**src/rtl/spi_slave_tx_if.sv**
```systemverilog
// spi_slave_tx_if: SPI serial pins plus the local holding-register handshake and status.
interface spi_slave_tx_if #(parameter int DATA_W = 8);
  logic              sclk;
  logic              cs_n;
  logic              sdata;
  logic              sdata_oe;
  logic [DATA_W-1:0] tx_data;
  logic              tx_valid;
  logic              tx_ready;
  logic              busy;
  logic              frame_done;
  logic              underrun;
  modport slave (input sclk, cs_n, tx_data, tx_valid,
                 output sdata, sdata_oe, tx_ready, busy, frame_done, underrun);
  modport master (output sclk, cs_n, tx_data, tx_valid,
                  input sdata, sdata_oe, tx_ready, busy, frame_done, underrun);
endinterface

```
**src/rtl/spi_slave_tx.sv**
```systemverilog
// spi_slave_tx: SPI slave transmitter sending {LEAD_BITS zeros, payload, zero pad} per cs_n frame,
// with a one-entry holding register fed from local logic.
module spi_slave_tx #(
  parameter int FRAME_BITS = 16,
  parameter int LEAD_BITS  = 3,
  parameter int DATA_W     = 8
) (
  input  logic clk,
  input  logic n_rst,
  spi_slave_tx_if.slave bus
);
  localparam int PAD = FRAME_BITS - LEAD_BITS - DATA_W;
  localparam int CW  = $clog2(FRAME_BITS + 1);
  typedef enum logic [1:0] {IDLE, ACTIVE, FINISH} state_t;
  state_t              state_q, state_d;
  logic [2:0]          sclk_q, sclk_d, cs_q, cs_d;
  logic [FRAME_BITS-1:0] sh_q, sh_d;
  logic [DATA_W-1:0]   hold_q, hold_d, last_q, last_d, payload;
  logic [CW-1:0]       cnt_q, cnt_d;
  logic                full_q, full_d, skip_q, skip_d;
  logic                frame_done_q, frame_done_d, underrun_q, underrun_d;
  logic                sclk_rise, sclk_fall, cs_fall, cs_rise, active, start, wr;
  // Index 1 is the synchronized value, index 2 its one-clk-delayed copy.
  assign sclk_rise = sclk_q[1] & ~sclk_q[2];
  assign sclk_fall = ~sclk_q[1] & sclk_q[2];
  assign cs_fall   = ~cs_q[1] & cs_q[2];
  assign cs_rise   = cs_q[1] & ~cs_q[2];
  assign active    = state_q == ACTIVE;
  assign start     = state_q == IDLE && cs_fall;
  assign wr        = bus.tx_valid && !full_q;
  always_comb begin
    sclk_d       = {sclk_q[1:0], bus.sclk};
    cs_d         = {cs_q[1:0], bus.cs_n};
    payload      = full_q ? hold_q : last_q;
    state_d      = start ? ACTIVE : active && cs_rise ? FINISH : state_q == FINISH ? IDLE : state_q;
    hold_d       = wr ? bus.tx_data : hold_q;
    full_d       = start && full_q ? 1'b0 : wr ? 1'b1 : full_q;
    last_d       = start ? payload : last_q;
    sh_d         = start ? {{(FRAME_BITS-DATA_W){1'b0}}, payload} << PAD
                 : active && sclk_fall && !skip_q ? sh_q << 1 : sh_q;
    skip_d       = start ? 1'b1 : active && sclk_fall ? 1'b0 : skip_q;
    cnt_d        = start ? '0 : active && sclk_rise && cnt_q != CW'(FRAME_BITS) ? cnt_q + 1'b1 : cnt_q;
    frame_done_d = active && cs_rise && cnt_q == CW'(FRAME_BITS);
    underrun_d   = start && !full_q;
  end
  always_ff @(posedge clk or negedge n_rst) begin
    if (!n_rst) begin
      state_q      <= IDLE;
      sclk_q       <= '0;
      cs_q         <= '0;
      sh_q         <= '0;
      hold_q       <= '0;
      last_q       <= '0;
      cnt_q        <= '0;
      full_q       <= 1'b0;
      skip_q       <= 1'b0;
      frame_done_q <= 1'b0;
      underrun_q   <= 1'b0;
    end else begin
      state_q      <= state_d;
      sclk_q       <= sclk_d;
      cs_q         <= cs_d;
      sh_q         <= sh_d;
      hold_q       <= hold_d;
      last_q       <= last_d;
      cnt_q        <= cnt_d;
      full_q       <= full_d;
      skip_q       <= skip_d;
      frame_done_q <= frame_done_d;
      underrun_q   <= underrun_d;
    end
  end
  assign bus.busy       = active;
  assign bus.sdata_oe   = active;
  assign bus.sdata      = active & sh_q[FRAME_BITS-1];
  assign bus.tx_ready   = ~full_q;
  assign bus.frame_done = frame_done_q;
  assign bus.underrun   = underrun_q;
endmodule
```
**src/flat_wrapper.sv**
```systemverilog
// flat-port wrapper written by rule: the top's interface ports become plain ports
module spi_slave_tx_flat 
#(
  parameter int FRAME_BITS = 16,
  parameter int LEAD_BITS  = 3,
  parameter int DATA_W     = 8
)
  (clk, n_rst, bus_sclk, bus_cs_n, bus_tx_data, bus_tx_valid, bus_sdata, bus_sdata_oe, bus_tx_ready, bus_busy, bus_frame_done, bus_underrun);
  spi_slave_tx_if #(.DATA_W(DATA_W)) bus_i ();
  input  logic clk;
  input  logic n_rst;
  input wire logic [$bits(bus_i.sclk)-1:0] bus_sclk;
  input wire logic [$bits(bus_i.cs_n)-1:0] bus_cs_n;
  input wire logic [$bits(bus_i.tx_data)-1:0] bus_tx_data;
  input wire logic [$bits(bus_i.tx_valid)-1:0] bus_tx_valid;
  output wire logic [$bits(bus_i.sdata)-1:0] bus_sdata;
  output wire logic [$bits(bus_i.sdata_oe)-1:0] bus_sdata_oe;
  output wire logic [$bits(bus_i.tx_ready)-1:0] bus_tx_ready;
  output wire logic [$bits(bus_i.busy)-1:0] bus_busy;
  output wire logic [$bits(bus_i.frame_done)-1:0] bus_frame_done;
  output wire logic [$bits(bus_i.underrun)-1:0] bus_underrun;
  assign bus_i.sclk = bus_sclk;
  assign bus_i.cs_n = bus_cs_n;
  assign bus_i.tx_data = bus_tx_data;
  assign bus_i.tx_valid = bus_tx_valid;
  assign bus_sdata = bus_i.sdata;
  assign bus_sdata_oe = bus_i.sdata_oe;
  assign bus_tx_ready = bus_i.tx_ready;
  assign bus_busy = bus_i.busy;
  assign bus_frame_done = bus_i.frame_done;
  assign bus_underrun = bus_i.underrun;
  spi_slave_tx #(.FRAME_BITS(FRAME_BITS), .LEAD_BITS(LEAD_BITS), .DATA_W(DATA_W)) u_core (.clk(clk), .n_rst(n_rst), .bus(bus_i));
endmodule
```
**config.mk**
```make
export PLATFORM = sky130hd
export DESIGN_NAME = spi_slave_tx_flat
export DESIGN_NICKNAME = d
export VERILOG_FILES = /design/src/rtl/spi_slave_tx_if.sv /design/src/rtl/spi_slave_tx.sv /design/src/flat_wrapper.sv
export SDC_FILE = /design/constraint.sdc
export NUM_CORES = 1
export LEC_CHECK = 0
export CAP_MARGIN = 25
export CELL_PAD_IN_SITES_DETAIL_PLACEMENT = 0
export CELL_PAD_IN_SITES_GLOBAL_PLACEMENT = 1
export CORE_ASPECT_RATIO = 1.4
export CORE_MARGIN = 2
export CORE_UTILIZATION = 46
export CTS_BUF_LIST = sky130_fd_sc_hd__clkbuf_8
export DETAILED_ROUTE_END_ITERATION = 10
export PLACE_DENSITY_LB_ADDON = 0.12
export SETUP_SLACK_MARGIN = 0.2
export SYNTH_ARGS = -nofsm -noshare
export SYNTH_HDL_FRONTEND = slang
export SYNTH_SLANG_ARGS = --single-unit
```
**constraint.sdc**
```tcl
create_clock -name clk -period 2.4 [get_ports clk]
set_clock_uncertainty 0.2 [all_clocks]
set_input_delay 0.72 -clock clk [delete_from_list [all_inputs] [get_ports clk]]
set_output_delay 0.72 -clock clk [all_outputs]
set_load 0.01 [all_outputs]
```
==> results.md, run 1 <==
* Final hold vios at 0
* Layout Cells excl Fill at 231
* Maximum vdd drop at 0.666 mV
* Initial antenna violation count at 0
* Area delta synth->final at 15.1%
* Total Power at 2.32 mW
* Area contributors post-synth: dfrtp_1 55%, mux2i_1 5.5%, mux2_2 5.1%
* DRC at 0
* Total grt overflow at 0
* Clock transition at path regs at 0.08 ns
* DR iter-0 viols at 38
* Achievable Freq at 471 MHz
* Height of the die at 81.9 um
* Max_cap viols at 0
* Syn Nets at 184
* CTS tree: built
* Slew Viols, Final at 0
* Hold_buf cts at 0
* Fin Setup TNS at 0 ns
* Final period util at 0.885
* Die area at 4880 um^2
* Worst Path Required at 1.48 ns
* RD Place Congestion at 0.716
* RSZ-0062 raised after global routing: no
* Synth top area share at 0.552
* CTS max path bufs at 2
* WS Path Type: reg2out
* I/O Pins at 19
* Via/cell ratio at 5.68
* Crit end category: output port
* Placed cell count at 224
* Worst-Margin Slew at 0.474 ns
* Cell variety after synth at 32
* Core area at 4200 um^2
* CP Max Fanout at 3
* YS warnings at 0
* PwrDens at 1010 nW/um^2
* #FFs+latches synth at 44
* Status: finished clean
* ANT cells at 0
* Clock latency at the later pin of the worst-skew pair at 0.29 ns
* Tightest Hold Check Type: reg2reg
* Final Setup Violations at 0
* Total number of vias at 1311
* Drt first pass iters at 4
* Per-cell routed wire length at 15.4 um
* Number of port buffers at 18
* Clk sinks at 44
* CTS root buffer: clkbuf_8
* Total track usage at 0.165
* Detailed placement HPWL at 2490 um
* Commonest non-fill, non-tap cell in the layout: dfrtp_1
* Post-CTS Setup Bufs at 0
* Synth area leader: dfrtp_1
* H-tree depth at 2
* Leakage at 0.999 nW
* Min Tclk post-route at 2.12 ns
* Initial core utilization at 0.474
* Routed Antenna Nets at 0
* Rows at 28
* Slew margin rel. at 0.683
* Post-Syn Instances at 169
* Fraction of layout cells with a size suffix above 1 at 0.183
* Avg Cell Area, Syn at 11.8 um^2
* Die X at 59.6 um
* Total wire length at 3550 um
* Post-layout nets at 201
* Largest net degree at the start of global routing at 45
* CP startpoint kind: register
* Mapped Area at 1990 um^2
* Vias in the first global route at 1296
* WP data arrival at 1.20 ns
* First-pass GRT wire length at 5930 um
* CTS Buf Count at 5
* Sequential area share after synthesis at 0.552
* Most frequent cells in the layout: 44 x dfrtp_1, 13 x clkdlybuf4s50_1, 12 x a21oi_1
-- final cells by class --
type,instances,area [um^2]
clock buffer,5,68.8
clock inverter,2,8.76
fill,374,1910
inverter,7,26.3
multi-input combinational,104,791
sequential,44,1100
tap,45,56.3
timing repair buffer,24,241
-- metal layers --
metal / wire, um / up-vias / track usage
met1: 1530 / 656 / 0.204
met2: 1890 / 8 / 0.273
li1: - / 642 / -
met5: 0 / - / 0
met3: 81 / 5 / 0.0488
met4: 51 / 0 / 0.0600
-- kinds of logic after synthesis --
| kind of cell | count (synthesis) | synth area share |
|---|---|---|
| AO/OA/AOI/OAI | 36 | 0.130 |
| adder cells (fa/ha/maj) | 2 | 0.0126 |
| buffers and inverters | 21 | 0.0521 |
| flip-flops | 44 | 0.552 |
| multiplexers | 20 | 0.106 |
| AND/OR/NAND/NOR | 46 | 0.147 |
-- repair_timing --
item	4_1_cts	5_1_grt
hold endpoints to repair	0	0
endpoints found under the setup margin	4	1
gates resized for setup	5	1
-- cells in the mapped netlist --
cell and instances:
mux2i_1 11, o21ai_0 8, a31o_2 1, nor4b_1 1, a211oi_1 6, nand2b_1 2
inv_1 7, and4bb_2 2, nor4bb_1 1, and2_1 1, a21boi_0 1, nand4bb_1 3
ha_1 2, nand4_1 1, or4b_1 1, dfrtp_1 44, nor4_1 8, nand2_1 6
nor2_1 11, buf_1 1, buf_2 5, buf_4 3, nand3_1 6, o21a_1 1
nor2b_1 2, buf_6 1, nor4b_4 1, a21oi_1 12, a221oi_2 1, clkbuf_1 4
a211oi_2 6, mux2_2 9
-- power breakdown --
part	total, mW	switching, mW	internal [mW]
clock network	0.427	0.234	0.194
logic	0.707	0.356	0.351
registers	1.19	0.177	1.01
-- per-stage QoR --
stage / setup slack, ns / util / hold slack (ns) / cell area (um^2)
2_1_floorplan: 0.493 / - / 0.131 / 1990
3_3_place_gp: 0.261 / 0.527 / 0.134 / 2220
3_5_place_dp: 0.233 / 0.527 / 0.137 / 2220
4_1_cts: 0.216 / 0.545 / 0.156 / 2290
5_1_grt: 0.217 / 0.546 / 0.161 / 2290
6_report: 0.277 / 0.546 / 0.154 / 2290
-- sequential cells by signal, summed over array words and instances (netlist names) --
name                   cells
u_core.bus.frame_done      1
u_core.bus.underrun        1
u_core.cnt_q               5
u_core.cs_q                3
u_core.full_q              1
u_core.hold_q              8
u_core.last_q              8
u_core.sclk_q              3
u_core.sh_q               11
u_core.skip_q              1
u_core.state_q             2
-- worst paths after layout --
| check | startpoint | to | slack (ns) | cells after the start |
|---|---|---|---|---|
| setup / recovery | u_core.state_q[0] | bus_sdata | 0.28 | 3 |
| hold / removal | u_core.sclk_q[0] | u_core.sclk_q[1] | 0.15 | 0 |
| setup reg to reg | u_core.state_q[0] | u_core.sh_q[9] | 0.49 | 5 |
| hold reg to reg | u_core.sclk_q[0] | u_core.sclk_q[1] | 0.15 | 0 |
| max in group asynchronous | n_rst | u_core.hold_q[2] | 1.59 | 2 |
| min in group asynchronous | n_rst | u_core.cs_q[1] | 0.18 | 2 |
-- critical path: stages (launching register included) --
cell	delay, ns
dfrtp_1	0.38
nor2b_2	0.16
and2_1	0.15
clkdlybuf4s15_1	0.22
Note: power is estimated with default switching activity, not from simulation.
==> run 2, diff against run 1 <==
--- a/config.mk
+++ b/config.mk
@@ -9,10 +9,11 @@
 export CELL_PAD_IN_SITES_DETAIL_PLACEMENT = 0
 export CELL_PAD_IN_SITES_GLOBAL_PLACEMENT = 1
 export CORE_ASPECT_RATIO = 1.4
-export CORE_MARGIN = 2
+export CORE_MARGIN = 5
 export CORE_UTILIZATION = 46
 export CTS_BUF_LIST = sky130_fd_sc_hd__clkbuf_8
 export DETAILED_ROUTE_END_ITERATION = 10
+export GPL_TIMING_DRIVEN = 1
 export PLACE_DENSITY_LB_ADDON = 0.12
 export SETUP_SLACK_MARGIN = 0.2
 export SYNTH_ARGS = -nofsm -noshare
==> run 2 against run 1 <==
Against the previous run: global-route usage is 1.9 points lower; critical path depth is 2 lower; register-to-register slack better by 0.06 ns; critical endpoint is now bus_frame_done.
==> results.md, run 2 (synthesis results as in run 1) <==
* Status: finished clean
* Area delta synth->final at 16.1%
* Fin util at 0.550
* Drt first pass iters at 4
* Largest net degree at the start of global routing at 42
* WS Path Type: reg2out
* Most frequent cells in the layout: 44 x dfrtp_1, 13 x clkdlybuf4s50_1, 12 x a21oi_1
* Achievable Freq at 485 MHz
* Rows at 28
* Commonest non-fill, non-tap cell in the layout: dfrtp_1
* CP delay by family, top: buffers and inverters
* Worst Path Required at 1.48 ns
* H-tree depth at 2
* Die area at 5770 um^2
* Core area at 4200 um^2
* CTS tree: built
* Routed Antenna Nets at 0
* Slowest stage delay, CP at 0.52 ns
* Per-cell routed wire length at 16.1 um
* Max_cap viols at 0
* Largest Register: u_core.sh_q
* Number of port buffers at 18
* Worst-Margin Slew at 0.452 ns
* WP data arrival at 1.14 ns
* Placed cell count at 225
* Final Setup Violations at 0
* Height of the die at 87.9 um
* Total Power at 2.45 mW
* Leakage at 1.01 nW
* PwrDens at 1060 nW/um^2
* Final hold vios at 0
* Max reg flops at 11
* RSZ-0062 raised after global routing: no
* First-pass GRT wire length at 6380 um
* Vias in the first global route at 1367
* DR iter-0 viols at 67
* Clk sinks at 44
* CP startpoint kind: register
* Detailed placement HPWL at 2710 um
* Fraction of layout cells with a size suffix above 1 at 0.197
* Slew margin rel. at 0.697
* DRC at 0
* Total wire length at 3740 um
* Post-layout nets at 202
* Die X at 65.6 um
* Clock latency at the later pin of the worst-skew pair at 0.29 ns
* Total grt overflow at 0
* Slew Viols, Final at 0
* Crit end category: output port
* I/O Pins at 19
* Total track usage at 0.147
* RD Place Congestion at 0.740
* Final period util at 0.859
* Via/cell ratio at 5.64
* CTS root buffer: clkbuf_8
* Regs by FF count: u_core.sh_q: 11 flops, u_core.hold_q: 8 flops, u_core.last_q: 8 flops
* CTS max path bufs at 2
* Layout Cells excl Fill at 233
* Critical path's slowest cell: clkdlybuf4s50_1
* Fin Setup TNS at 0 ns
* Maximum vdd drop at 0.664 mV
* Critical path, cell by cell: clkdlybuf4s50_1
* CP Max Fanout at 1
* Total number of vias at 1315
* CTS Buf Count at 5
* Reg-to-reg slack, setup at 0.55 ns
* Initial antenna violation count at 0
* Min Tclk post-route at 2.06 ns
* ANT cells at 0
* Initial core utilization at 0.474
* Worst path bufs/invs at 1
* Post-CTS Setup Bufs at 0
* Clock transition at path regs at 0.08 ns
* Tightest Hold Check Type: in2async
run 2: cell types whose count changed in the layout (fill, tap and decap cells not counted):
cell             change
buf_12               -1
bufinv_16            +1
clkbuf_2             +1
clkdlybuf4s15_1      -1
buf_4                +2
run 2: report_power, final:
| part | switching (mW) | leakage (nW) | internal, mW |
|---|---|---|---|
| Clock | 0.236 | 0.0593 | 0.305 |
| Combinational | 0.367 | 0.431 | 0.350 |
| Sequential | 0.184 | 0.524 | 1.01 |
| Total | 0.786 | 1.01 | 1.67 |
run 2: cell type report:
cell class | count | area (um^2)
clock buffers | 5 | 68.8
clock inverters | 3 | 38.8
fillers | 376 | 1890
inverters | 7 | 26.3
multi-input cells | 104 | 791
flip-flops and latches | 44 | 1100
well taps | 45 | 56.3
repair buffers | 25 | 231
run 2: timing repair:
action	CTS	global route
endpoints found under the setup margin	4	1
gates cloned	0	0
endpoints found under the hold margin	0	0
gates resized for setup	5	2
hold buffers	0	0
run 2: final timing paths:
path / cells after the start / to / from
hold reg to reg: 0 / u_core.cs_q[1] / u_core.cs_q[0]
max in group asynchronous: 2 / u_core.hold_q[6] / n_rst
setup / recovery: 1 / bus_frame_done / u_core.bus.frame_done
setup reg to reg: 3 / u_core.sh_q[5] / u_core.state_q[1]
min in group clk: 0 / u_core.cs_q[1] / u_core.cs_q[0]
hold / removal: 1 / u_core.cs_q[2] / n_rst
run 2: metal layers:
layer | vias up | share of wire | routed length [um] | global-route usage
met5 | - | 0 | 0 | 0
met4 | 0 | 0.013 | 47 | 0.0623
met2 | 11 | 0.55 | 2070 | 0.264
li1 | 644 | - | - | -
met1 | 655 | 0.41 | 1550 | 0.165
met3 | 5 | 0.020 | 75 | 0.0321
run 2: per-stage QoR:
stage / hold slack, ns / setup WS, ns / cell area (um^2)
after floorplan: 0.131 / 0.493 / 1990
after global placement: 0.135 / 0.258 / 2210
after detailed placement: 0.138 / 0.233 / 2210
after CTS: 0.123 / 0.212 / 2320
after global routing: 0.134 / 0.284 / 2310
final: 0.122 / 0.339 / 2310
==> run 3, diff against run 2 <==
--- a/config.mk
+++ b/config.mk
@@ -14,7 +14,7 @@
 export CTS_BUF_LIST = sky130_fd_sc_hd__clkbuf_8
 export DETAILED_ROUTE_END_ITERATION = 10
 export GPL_TIMING_DRIVEN = 1
-export PLACE_DENSITY_LB_ADDON = 0.12
+export PLACE_DENSITY = 0.83
 export SETUP_SLACK_MARGIN = 0.2
 export SYNTH_ARGS = -nofsm -noshare
 export SYNTH_HDL_FRONTEND = slang
==> run 3 against run 2 <==
Against the previous run: worst setup slack got worse by 0.089 ns; maximum frequency decreased by 4.1%; clock power shrank 12%; register-to-register slack about the same; largest cell class unchanged; critical endpoint is now bus_busy; critical path depth increased by 2; sequential share of layout area shrank 0.13 points; largest power group unchanged; combinational power barely moved; routed wire length down 3.5%.
==> results.md, run 3 (synthesis results as in run 1) <==
* Number of port buffers at 18
* Final instance area at 2320 um^2
* CP Max Fanout at 3
* Via/cell ratio at 5.80
* WS Path Type: reg2out
* Total Power at 2.38 mW
* Met2 wire length at 1920 um
* CTS max path bufs at 2
* Slew Viols, Final at 0
* Detailed placement HPWL at 2570 um
* Die X at 65.6 um
* Fraction of layout cells with a size suffix above 1 at 0.197
* DR iter-0 viols at 45
* Hold_buf cts at 0
* Most frequent cells in the layout: 44 x dfrtp_1, 13 x clkdlybuf4s50_1, 12 x a21oi_1
* CTS tree: built
* Fin util at 0.552
* Core area at 4200 um^2
* Maximum vdd drop at 0.635 mV
* Post-layout nets at 202
* RSZ-0062 raised after global routing: yes
* Vias in the first global route at 1352
* Worst Path Required at 1.48 ns
* CTS Buf Count at 5
* Largest Register: u_core.sh_q
* DRC at 0
* Leakage at 1.02 nW
* Area delta synth->final at 16.4%
* Total wire length at 3610 um
* Slew margin rel. at 0.656
* Met3 Wirelength at 98 um
* Commonest non-fill, non-tap cell in the layout: dfrtp_1
* Worst-Margin Slew at 0.516 ns
* PnR worst setup slack at 0.250 ns
* Regs by FF count: u_core.sh_q: 11 flops, u_core.hold_q: 8 flops, u_core.last_q: 8 flops
* Max_cap viols at 0
* Total track usage at 0.142
* Highest metal used: met4
* First-pass GRT wire length at 6280 um
* Die area at 5770 um^2
* Max reg flops at 11
* Layout Cells excl Fill at 233
* H-tree depth at 2
* Status: finished clean
* CP startpoint kind: register
* I/O Pins at 19
* Rows at 28
* Total number of vias at 1351
* Met1 Routed Length at 1520 um
* PwrDens at 1030 nW/um^2
* Hold slack at 0.154 ns
* CTS root buffer: clkbuf_8
* Clk sinks at 44
* WP data arrival at 1.23 ns
* Cell Area, Placed at 2220 um^2
* Final Setup Violations at 0
* Clock latency at the later pin of the worst-skew pair at 0.29 ns
* Largest net degree at the start of global routing at 42
* Placed cell count at 224
* Drt first pass iters at 4
* Crit end category: output port
* Achievable Freq at 465 MHz
* Height of the die at 87.9 um
* Tightest Hold Check Type: reg2reg
* Worst slack at placement at 0.209 ns
* Initial antenna violation count at 0
* RD Place Congestion at 0.751
* Total grt overflow at 0
* Final period util at 0.896
* Final hold vios at 0
* ANT cells at 0
* Initial core utilization at 0.474
* Per-cell routed wire length at 15.5 um
* Min Tclk post-route at 2.15 ns
* Routed Antenna Nets at 0
* Fin Setup TNS at 0 ns
* Clock transition at path regs at 0.07 ns
run 3: path summary, 6_finish.rpt:
check,startpoint,to,slack (ns),depth (start not counted)
hold reg to reg,u_core.cs_q[0],u_core.cs_q[1],0.15,0
max in group asynchronous,n_rst,u_core.last_q[5],1.31,2
min in group asynchronous,n_rst,u_core.bus.frame_done,0.19,1
hold / removal,u_core.cs_q[0],u_core.cs_q[1],0.15,0
setup reg to reg,u_core.state_q[1],u_core.sh_q[5],0.56,3
setup / recovery,u_core.state_q[0],bus_busy,0.25,3
run 3: repair_timing:
action | in CTS | in global routing
gates resized for setup | 4 | 2
hold endpoints to repair | 0 | 0
setup endpoints to repair | 3 | 2
setup buffers | 0 | 1
pin swaps | 0 | 0
run 3: metal layers:
metal / track usage / vias up
met5: 0 / -
met4: 0.0623 / 0
met3: 0.0398 / 6
met2: 0.239 / 21
met1: 0.169 / 681
li1: - / 643
run 3: final cells by class:
| cell class | instances | area [um^2] |
|---|---|---|
| clock buffer | 6 | 82.6 |
| clock inverter | 2 | 10.0 |
| multi-input combinational | 104 | 791 |
| timing repair buffer | 25 | 253 |
| fill | 380 | 1880 |
| tap | 45 | 56.3 |
| inverter | 7 | 26.3 |
| sequential | 44 | 1100 |
run 3: critical path, stage by stage (launching register included):
cell           delay [ns]
dfrtp_1              0.38
nor2b_2              0.16
buf_4                0.12
dlygate4sd2_1        0.28
run 3: power by group:
group / internal (mW) / leakage, nW / switching (mW)
clock: 0.230 / 0.0510 / 0.244
sequential: 1.01 / 0.524 / 0.182
combinational: 0.359 / 0.448 / 0.354
